===== config.mk =====
export PLATFORM = sky130hd
export DESIGN_NAME = i2c_regbank
export DESIGN_NICKNAME = d
export VERILOG_FILES = /design/src/rtl/i2c_regbank_pkg.sv /design/src/rtl/i2c_regbank_edge_rise.sv /design/src/rtl/i2c_regbank.sv
export SDC_FILE = /design/constraint.sdc
export NUM_CORES = 1
export LEC_CHECK = 0
export ABC_AREA = 1
export ABC_CLOCK_PERIOD_IN_PS = 3500
export CAP_MARGIN = 20
export CORE_UTILIZATION = 45
export DETAILED_ROUTE_END_ITERATION = 6
export PLACE_DENSITY = 0.75
export SLEW_MARGIN = 10
export SYNTH_ARGS = -nofsm -noshare
export SYNTH_HDL_FRONTEND = slang
export SYNTH_SLANG_ARGS = --single-unit
export TNS_END_PERCENT = 10

===== constraint.sdc =====
create_clock -name clk -period 3.5 [get_ports clk]
set_input_delay 1.05 -clock clk [delete_from_list [all_inputs] [get_ports clk]]
set_output_delay 1.05 -clock clk [all_outputs]
set_load 0.02 [all_outputs]

===== src/rtl/i2c_regbank_pkg.sv =====
// i2c_regbank_pkg
// Purpose: shared constants and types for the I2C register bank.
//   NUM_REGS_DEF   default number of 8-bit registers
//   REG_*          well-known register indices used by the LED controller
//   REG_RESET_VAL  value every register takes on reset
//   state_t        write-pointer / commit state of the bank
package i2c_regbank_pkg;

  localparam int         NUM_REGS_DEF  = 16;

  localparam logic [7:0] REG_CTRL      = 8'h00;
  localparam logic [7:0] REG_BRIGHT    = 8'h01;
  localparam logic [7:0] REG_MODE      = 8'h02;
  localparam logic [7:0] REG_LED_BASE  = 8'h04;

  localparam logic [7:0] REG_RESET_VAL = 8'h00;

  // IDLE: pointer will be loaded from the address; ADDR_SET: pointer loaded,
  // nothing staged; PENDING: shadow holds bytes not yet committed.
  typedef enum logic [1:0] {
    ST_IDLE     = 2'd0,
    ST_ADDR_SET = 2'd1,
    ST_PENDING  = 2'd2
  } state_t;

endpackage


===== src/rtl/i2c_regbank_edge_rise.sv =====
// edge_rise
// Purpose: registered rising-edge detector for a level input.
//   clk    system clock
//   reset  synchronous, active-high reset (delayed copy cleared)
//   sig    level input
//   rise   high in the first cycle sig is seen high after being low
module edge_rise (
  input  logic clk,
  input  logic reset,
  input  logic sig,
  output logic rise
);

  logic sig_q_r;

  // One-cycle delayed copy of the input.
  always_ff @(posedge clk) begin
    if (reset) begin
      sig_q_r <= 1'b0;
    end else begin
      sig_q_r <= sig;
    end
  end

  assign rise = sig & ~sig_q_r;

endmodule


===== src/rtl/i2c_regbank.sv =====
// i2c_regbank
// Purpose: register bank behind the I2C slave receiver. Tracks a per-
// transaction write pointer with auto-increment and drives the LED
// controller configuration from the active bank.
// Build option I2C_REGBANK_SHADOW_EN:
//   defined   - bytes are staged in a shadow bank and committed atomically on stop
//   undefined - bytes write the active bank directly; busy_o is tied low
// Ports:
//   clk, reset      system clock, synchronous active-high reset
//   i2c_address     register address from the receiver
//   i2c_data        received data byte
//   i2c_data_valid  level strobe, its rising edge marks one byte
//   i2c_start       one-cycle start / repeated-start pulse
//   i2c_stop        one-cycle stop pulse
//   regs_o          active registers, reg k at [8k+7:8k]
//   update_o        one-cycle pulse when the active bank changes
//   wr_error_o      sticky, set by a write to an index >= NUM_REGS
//   busy_o          high while uncommitted shadow writes are pending
module i2c_regbank
  import i2c_regbank_pkg::*;
#(
  parameter int NUM_REGS = NUM_REGS_DEF
) (
  input  logic                  clk,
  input  logic                  reset,
  input  logic [7:0]            i2c_address,
  input  logic [7:0]            i2c_data,
  input  logic                  i2c_data_valid,
  input  logic                  i2c_start,
  input  logic                  i2c_stop,
  output logic [NUM_REGS*8-1:0] regs_o,
  output logic                  update_o,
  output logic                  wr_error_o,
  output logic                  busy_o
);

  localparam int PTR_W = (NUM_REGS > 1) ? $clog2(NUM_REGS) : 1;

  logic             byte_rise_s;
  logic             byte_ev_s;
  logic             in_range_s;
  logic             wr_en_s;
  logic             commit_s;
  logic [7:0]       ptr_r;
  logic [7:0]       ptr_next_s;
  logic [PTR_W-1:0] wr_idx_s;
  logic             first_r;
  logic             update_r;
  logic             wr_error_r;
  state_t           state_r;
  state_t           state_next_s;
  logic [7:0]       active_r [NUM_REGS];

  edge_rise u_dv_edge (
    .clk   (clk),
    .reset (reset),
    .sig   (i2c_data_valid),
    .rise  (byte_rise_s)
  );

  // A start in the same cycle as a byte edge discards the byte.
  assign byte_ev_s  = byte_rise_s & ~i2c_start;
  // 9-bit compare so NUM_REGS=256 still works.
  assign in_range_s = ({1'b0, ptr_next_s} < 9'(NUM_REGS));
  assign wr_en_s    = byte_ev_s & in_range_s;
  assign wr_idx_s   = ptr_next_s[PTR_W-1:0];

  // Pointer candidate: address on the first byte, else 8-bit wrapping increment.
  always_comb begin
    ptr_next_s = ptr_r;
    if (first_r) begin
      ptr_next_s = i2c_address;
    end else begin
      ptr_next_s = ptr_r + 8'd1;
    end
  end

  // Pointer and first-byte flag; start/stop re-arm the address load.
  always_ff @(posedge clk) begin
    if (reset) begin
      ptr_r   <= 8'd0;
      first_r <= 1'b1;
    end else begin
      if (byte_ev_s) begin
        ptr_r <= ptr_next_s;
      end
      if (i2c_start || i2c_stop) begin
        first_r <= 1'b1;
      end else if (byte_ev_s) begin
        first_r <= 1'b0;
      end
    end
  end

  // Sticky out-of-range write flag.
  always_ff @(posedge clk) begin
    if (reset) begin
      wr_error_r <= 1'b0;
    end else if (byte_ev_s && !in_range_s) begin
      wr_error_r <= 1'b1;
    end
  end

  // Next state: stop always returns to IDLE; staged bytes keep PENDING across repeated starts.
  always_comb begin
    state_next_s = state_r;
    case (state_r)
      ST_IDLE, ST_ADDR_SET: begin
        if (i2c_stop) begin
          state_next_s = ST_IDLE;
        end else if (wr_en_s) begin
`ifdef I2C_REGBANK_SHADOW_EN
          state_next_s = ST_PENDING;
`else
          state_next_s = ST_ADDR_SET;
`endif
        end else if (i2c_start) begin
          state_next_s = ST_IDLE;
        end else if (byte_ev_s) begin
          state_next_s = ST_ADDR_SET;
        end else begin
          state_next_s = state_r;
        end
      end
      ST_PENDING: begin
        if (i2c_stop) begin
          state_next_s = ST_IDLE;
        end else begin
          state_next_s = ST_PENDING;
        end
      end
      default: begin
        state_next_s = ST_IDLE;
      end
    endcase
  end

  // State register.
  always_ff @(posedge clk) begin
    if (reset) begin
      state_r <= ST_IDLE;
    end else begin
      state_r <= state_next_s;
    end
  end

`ifdef I2C_REGBANK_SHADOW_EN
  logic [7:0] shadow_r      [NUM_REGS];
  logic [7:0] shadow_next_s [NUM_REGS];

  // Shadow with this cycle's byte merged in, so a byte coinciding with stop is committed.
  always_comb begin
    shadow_next_s = shadow_r;
    if (wr_en_s) begin
      shadow_next_s[wr_idx_s] = i2c_data;
    end else begin
      shadow_next_s[wr_idx_s] = shadow_r[wr_idx_s];
    end
  end

  assign commit_s = i2c_stop & ((state_r == ST_PENDING) | wr_en_s);

  // Shadow bank; only reset clears it, so aborted bytes ride along with the next commit.
  always_ff @(posedge clk) begin
    if (reset) begin
      for (int k = 0; k < NUM_REGS; k++) begin
        shadow_r[k] <= REG_RESET_VAL;
      end
    end else begin
      shadow_r <= shadow_next_s;
    end
  end

  // Active bank takes the whole merged shadow on commit.
  always_ff @(posedge clk) begin
    if (reset) begin
      for (int k = 0; k < NUM_REGS; k++) begin
        active_r[k] <= REG_RESET_VAL;
      end
    end else if (commit_s) begin
      active_r <= shadow_next_s;
    end
  end

  assign busy_o = (state_r == ST_PENDING);
`else
  assign commit_s = wr_en_s;

  // Active bank written directly by each accepted byte.
  always_ff @(posedge clk) begin
    if (reset) begin
      for (int k = 0; k < NUM_REGS; k++) begin
        active_r[k] <= REG_RESET_VAL;
      end
    end else if (wr_en_s) begin
      active_r[wr_idx_s] <= i2c_data;
    end
  end

  assign busy_o = 1'b0;
`endif

  // Update pulse one cycle after the active bank is written.
  always_ff @(posedge clk) begin
    if (reset) begin
      update_r <= 1'b0;
    end else begin
      update_r <= commit_s;
    end
  end

  // Flatten the active bank onto the output bus.
  always_comb begin
    regs_o = {(NUM_REGS*8){1'b0}};
    for (int k = 0; k < NUM_REGS; k++) begin
      regs_o[8*k +: 8] = active_r[k];
    end
  end

  assign update_o   = update_r;
  assign wr_error_o = wr_error_r;

endmodule

# == Yosys cells after proc, flatten, opt, wreduce, memory -nomap -nowiden ==
# Memory sizes are Yosys's and may differ from the RTL's.
# Index checks and enable logic that the tools add are counted.
# word_totals
regBits,12
latch_bits,0
mem_bits_rw,128
rom_bits,0
in_bits,21
output_inout_bits,131
wordCells,27
memories,1
# mem_list
memory,words,width,rd,rd_ports_with_merged_regs,wr,line_no,text
active_r,16,8,16,0,16,i2c_regbank.sv:52,logic [7:0] active_r [NUM_REGS];
# classes
n_addsub,1
n_mul,0
div,0
n_lt_le_gt_ge,1
eq_ne,0
shifts,0
mux,9
bitwise,5
n_reduce_logical,5
# op_table
operator,n
2-to-1 mux 8 bit,2
adder 8 x 1 -> 8 bit (second input constant),1
< comparator 8 x 5 -> 1 bit (second input constant),1
OR reduction 8 bit,1
2-to-1 mux 1 bit,6
2-to-1 mux 4 bit,1
AND 1 bit,3
inverter 1 bit,2
OR reduction 2 bit,1
logical AND 1 bit,1
zero test 1 bit,1
logical OR 1 bit,1

# == Depth between registers and ports, before layout ==
# Gate-level depths: netlist of run 1.
# depth
depth_word,9
mapped_depth,11
mapped_depth_nobuf,10

# == Modules after synthesis ==
# A second synthesis of run 1 with hierarchy kept.
# unflattened
hier_cells,444
hier_area_um2,5562.8
# modules_own_cells
module,n_inst,cells_each,area_each_um2,seq_area_each_um2
i2c_regbank,1,440,5531.6,4063.9
edge_rise,1,4,31.3,20.0

# == Worst setup path after synthesis of run 1 ==
# OpenSTA, ideal clock, no wires.
# synth_timing
kind,input to register
from,input port i2c_data_valid
to,"memory active_r[12][0], enable pin"
setup_time_ns,0.329
arrival_time_ns,2.389
required_time_ns,3.171
setup_slack_ns,0.782
path_stages,7
path_buffers,1
path_cell_list,inv_1 -> nor3_4 -> inv_1 -> nor2_2 -> buf_6 -> nand3_4 -> nand2_1
# synth_rtl
item,line_no,text
start: declaration,i2c_regbank.sv:28,"input logic i2c_data_valid,"
end: declaration,i2c_regbank.sv:52,

==> results of run 1 <==
how the worst min path moves through the flow:
| stage | from | to | slack (ns) | cells after the start |
|---|---|---|---|---|
| after global placement | wr_error_o | wr_error_o | 0.45 | 2 |
| after global routing | wr_error_o | wr_error_o | 0.54 | 2 |
| final | wr_error_o | wr_error_o | 0.48 | 2 |
| after CTS | wr_error_o | wr_error_o | 0.47 | 2 |
| after detailed placement | wr_error_o | wr_error_o | 0.46 | 2 |
| after floorplan | ptr_r[0] | ptr_r[0] | 0.49 | 2 |
sequential cells by signal, indices dropped and copies added (netlist names):
register	count
active_r	128
first_r	1
ptr_r	8
u_dv_edge.sig_q_r	1
update_o	1
wr_error_o	1
synthesized netlist by cell type (all sizes together):
library cell  number
conb               1
nand4              1
nor3               3
inv               30
nand3             30
a21oi              4
nand2             47
edfxtp           128
or2                4
o21bai             1
ha                 1
dfxtp             12
o211ai             5
nor2             150
buf                4
clkbuf            11
o21ai              9
final cells by class:
cell class / instances / area (um^2) / share of cell area (%)
Sequential cell: 140 / 4080 / 51.4
Timing Repair Buffer: 165 / 1640 / 20.6
Multi-Input combinational cell: 256 / 1300 / 16.3
Clock buffer: 18 / 429 / 5.40
Tap cell: 168 / 210 / 2.64
Clock inverter: 14 / 175 / 2.20
Inverter: 30 / 113 / 1.42
critical path, cell delays in order:
cell and delay, ns:
clkdlybuf4s50_1 0.39, or2_0 0.23, nand2_2 0.10, nand3_4 0.11, nor2_8 0.23, buf_12 0.20, nand3_4 0.13, nand2_1 0.31
stage by stage:
step / utilization, % / cell area, um^2 / setup slack, ns / cells
CTS: 65.9 / 7950 / 0.797 / 791
global placement: 60.9 / 7340 / 0.470 / 759
finish: 65.9 / 7950 / 0.805 / 791
global route: 65.9 / 7950 / 0.705 / 791
floorplan: - / 5580 / 0.782 / 441
detailed placement: 60.9 / 7340 / 0.358 / 759
kinds of logic after synthesis:
group | count (synthesis)
adder cells (fa/ha/maj) | 1
AO/OA/AOI/OAI | 19
AND/OR/NAND/NOR | 235
flip-flops | 140
buffers and inverters | 45
other | 1
metal layers:
layer	global-route usage [%]	part of all wire, %
met5	0	0
met4	7.89	0.90
met3	6.21	6.3
met2	38.5	53
met1	27.9	40
power groups by stage:
stage	clock network, uW	logic, uW	registers, uW
finish	1840	293	1890
global route	1920	311	1890
CTS	1860	297	1890
detailed placement	0	295	1920
global placement	0	289	1920
floorplan	0	101	1970
==> out/qor.yml, run 1 <==
start_util_pct: 46.3
synthMuxAreaShare_pct: 0
dieArea_um2: 12800
hpwlAfterDp_um: 9420
path_clk_slew_ns: 0.05
pwr-share-clk_pct: 45.8
leakage_uw: 0.00308
status: "completed"
cts_setup_buffers: 0
crit_start: "i2c_address[4]"
grt_usage_pct: 22.7
drv_slew: 0
clkLatencyLatePin_ns: 0.42
core_area_um2: 12100
peakVddDrop_mv: 0.242
r2r_cells: 10
setup_violations: 0
ys_seq_area_share_pct: 73.2
r2r_end: "active_r[6][6]"
diodes: 0
dr.pass1.iters: 4
cts_root_buf: "clkbuf_16"
grt_max_degree: 18
hold_viol: 0
cts_sinks: 140
post_synth_instance_area_um2: 5580
maxCapViolCount: 0
relSlewSlack_pct: 43.2
drt.antenna.violating_nets: 0
skew_ns: 0.0130
post_cts_resize_count: 0
synth-seq-cells: 140
mostFrequentLayoutCell: "clkdlybuf4s50_1"
cellInternalPower_uw: 3150
viasPerCell: 4.96
grt_pass1_vias: 3937
mostFrequentLayoutCells: "clkdlybuf4s50_1 (150), nor2_1 (131), edfxtp_1 (128)"
finalCriticalPeriod_ns: 2.70
whs_ns: 0.477
comb_power_share_pct: 7.3
final_nets: 632
placementRows: 40
worstPathRequired_ns: 3.57
synthCells: 441
synth.distinct_cells: 29
rsz0062_at_grt: "no"
tightest_slew_ns: 0.851
worstPathArrival_ns: 2.77
wl_per_cell_um: 17.5
hp-class: "flop to flop"
synth_top_area_share_pct: 68.9
crit_path_end: "active_r[6][6]"
power_frac_seq_pct: 46.9
nFillCells: 910
synth_compound_area_share_pct: 1.97
setup_tns_ns: 0
numCtsBuffers: 17
antenna_found_initial: 0
port_buffers: 150
fin_crit_sh_pct: 77.0
synth_top_family_by_area: "simple AND/OR/NAND/NOR gates"
cts_tree: "done"
vias: 3924
grt_overflow: 0
synth_top_cell_by_area: "edfxtp_1"
synth_area_leaders: "edfxtp_1 (69%), nor2_1 (8.8%), dfxtp_1 (4.3%)"
yosys_warnings: 0
power.total_uw: 4020
worst-path-max-fanout: 11
htree_num_levels: 4
powerDensity_nw_per_um2: 506
fmaxAchievable_ghz: 0.371
drive_above_1_share_pct: 13.2
gp_congestion: 0.777
die_y_um: 113
reg2reg_from: "ptr_r[1]"
die_x_um: 113
synthXorXnorAreaFrac_pct: 0
totalWireLength_um: 13800
drt_iter0_drc: 233
syn-num-nets: 463
synth-simple-area-share_pct: 21.0
grt_pass1_wl_um: 21200
r2r_slack_ns: 1.02
holdBufCountCts: 0
cts_buffer_depth: 2
start_kind: "input pin"
synthToLayoutAreaGrowth_pct: 42.5
end_kind: "flop"
yosys.area_share.adder_pct: 0.224
crit_type: "input pin to flop"
synth.avg_cell_area_um2: 12.7
p_sw_uw: 870
switching_share_pct: 21.6
ios: 152
drc: 0
Power figures use the tool's default switching activity.
==> run 2, diff against run 1 <==
--- a/config.mk
+++ b/config.mk
@@ -6,7 +6,7 @@
 export NUM_CORES = 1
 export LEC_CHECK = 0
 export ABC_AREA = 1
-export ABC_CLOCK_PERIOD_IN_PS = 3500
+export ABC_CLOCK_PERIOD_IN_PS = 2600
 export CAP_MARGIN = 20
 export CORE_UTILIZATION = 45
 export DETAILED_ROUTE_END_ITERATION = 6
==> constraint.sdc (replaced) <==
create_clock -name clk -period 2.6 [get_ports clk]
set_input_delay 0.78 -clock clk [delete_from_list [all_inputs] [get_ports clk]]
set_output_delay 0.78 -clock clk [all_outputs]
set_load 0.02 [all_outputs]
==> out/qor.yml, run 2 (synthesis results as in run 1) <==
comb_power_share_pct: 7.5  # +0.2 points
cts_tree: "done"
setup_violations: 0  # unchanged
htree_num_levels: 4  # unchanged
final_nets: 654  # +3.5%
setup_tns_ns: 0  # unchanged
r2r_cells: 10  # unchanged
cts_setup_buffers: 0  # unchanged
cellInternalPower_uw: 4360  # +38%
reg2reg_from: "ptr_r[0]"
vias: 3950  # +0.66%
largest_register_ffs: 128  # unchanged
drive_above_1_share_pct: 16.1  # +3.0 points
drc: 0  # unchanged
crit_type: "flop to flop"
placementRows: 40  # unchanged
maxCapViolCount: 0  # unchanged
post_cts_resize_count: 0  # unchanged
dieArea_um2: 12800  # unchanged
hpwlAfterDp_um: 9630  # +2.3%
powerDensity_nw_per_um2: 677  # +34%
hp-class: "flop to flop"
whs_ns: 0.466  # -0.0104 ns
end_kind: "flop"
diodes: 0  # unchanged
fin_crit_sh_pct: 89.6
cts_buffer_depth: 2  # unchanged
hold_viol: 0  # unchanged
status: "completed"
port_buffers: 150  # unchanged
pwr-share-clk_pct: 46.4  # +0.6 points
die_x_um: 113  # unchanged
switching_share_pct: 20.9  # -0.71 points
antenna_found_initial: 0  # unchanged
peakVddDrop_mv: 0.364  # +51%
mostFrequentLayoutCell: "clkdlybuf4s50_1"
worst-path-max-fanout: 8  # -3
worstHoldEndpoint: "wr_error_o"
drt_iter0_drc: 238  # +2.1%
core_area_um2: 12100  # unchanged
slowest_stage: "dfxtp_1"
die_y_um: 113  # unchanged
crit_chain: "ha_1 > nand3_1 > o21ai_0 > nand3_1 > nand2_1 > nand2_1 > nor2_8 > buf_4 > nand3_2 > nand2_1"
cts_root_buf: "clkbuf_16"
r2r_end: "active_r[8][5]"
grt_usage_pct: 22.4  # -0.30 points
start_util_pct: 46.3  # unchanged
drv_slew: 0  # unchanged
gp_congestion: 0.813  # +4.6%
path_delay_family: "simple AND/OR/NAND/NOR gates"
worstPathArrival_ns: 2.41  # -0.36 ns
mostFrequentLayoutCells: "clkdlybuf4s50_1 (150), nor2_1 (131), edfxtp_1 (128)"
leakage_uw: 0.00320  # +3.8%
clkLatencyLatePin_ns: 0.42  # about the same
grt_max_degree: 17  # -1
synthToLayoutAreaGrowth_pct: 45.8
top_register: "active_r"
finalCriticalPeriod_ns: 2.33
whs_path_depth: 2  # unchanged
viasPerCell: 4.86  # -1.9%
totalWireLength_um: 13700  # -0.91%
worstPathRequired_ns: 2.68  # -0.89 ns
drt.antenna.violating_nets: 0  # unchanged
hp-start: "wr_error_o"
power_frac_seq_pct: 46.1  # -0.8 points
cts_sinks: 140  # unchanged
power.total_uw: 5510  # +37%
grt_pass1_vias: 3851  # -2.2%
reg_top3: "active_r x128, ptr_r x8"
ios: 152  # unchanged
pre_cts_ws_ns: -0.113  # -0.471 ns
final_core_util_pct: 67.4  # +1.6 points
rsz0062_at_grt: "no"
grt_overflow: 0  # unchanged
path_clk_slew_ns: 0.06  # about the same
wl_per_cell_um: 16.9  # -3.5%
setup_ws_ns: 0.270  # -0.535 ns
skew_ns: 0.0159  # +0.00286 ns
r2r_slack_ns: 0.27  # -0.75 ns
fmaxAchievable_ghz: 0.429
holdBufCountCts: 0  # unchanged
p_sw_uw: 1150  # +32%
cp_num_buf_inv: 1  # -1
crit_top_cell: "nand2_1"
start_kind: "flop"
grt_pass1_wl_um: 20800  # -1.8%
max_stage_delay_ns: 0.38  # about the same
dr.pass1.iters: 5  # +1
numCtsBuffers: 17  # unchanged
## run 2: area by class of cell
class                           instances  area [um^2]
Clock buffer                           18          429
Multi-Input combinational cell        256         1300
Timing Repair Buffer                  187         1800
Clock inverter                         13          198
Fill cell                             885         3930
Tap cell                              168          210
Sequential cell                       140         4080
Inverter                               30          113
## run 2: power groups by stage
stage,registers (uW),logic (uW),clock network [uW]
floorplan,2650,136,0
global placement,2580,409,0
detailed placement,2590,416,0
CTS,2540,418,2580
global route,2550,440,2680
finish,2540,415,2560
## run 2: through the flow
step	instances	area [um^2]
after CTS	812	8140
after global routing	812	8140
after global placement	781	7510
after detailed placement	781	7510
final	812	8140
after floorplan	441	5580
## run 2: worst max-delay path by stage
| stage | startpoint | endpoint | cells after the start |
|---|---|---|---|
| global placement | i2c_address[4] | active_r[8][6] | 8 |
| floorplan | i2c_data_valid | active_r[12][0] | 7 |
| finish | ptr_r[0] | active_r[8][5] | 10 |
| CTS | ptr_r[0] | active_r[8][1] | 10 |
| global route | ptr_r[1] | active_r[8][5] | 10 |
| detailed placement | i2c_address[4] | active_r[8][4] | 8 |
## run 2: routing by layer
metal | GRT usage [%] | up-vias | wire [um]
met5 | 0 | - | 0
met4 | 9.04 | 0 | 163
met3 | 5.68 | 11 | 871
met2 | 38.1 | 159 | 7180
met1 | 27.3 | 1913 | 5490
li1 | - | 1867 | -
## run 2: worst register-to-register path: cells and delay by family, from the launching register on
family / cells / cell delay (ns)
and+or+nand+nor: 7 / 0.98
DFF: 1 / 0.38
adders and majority gates: 1 / 0.26
buffers and inverters: 1 / 0.20
AOI/OAI and AO/OA: 1 / 0.17
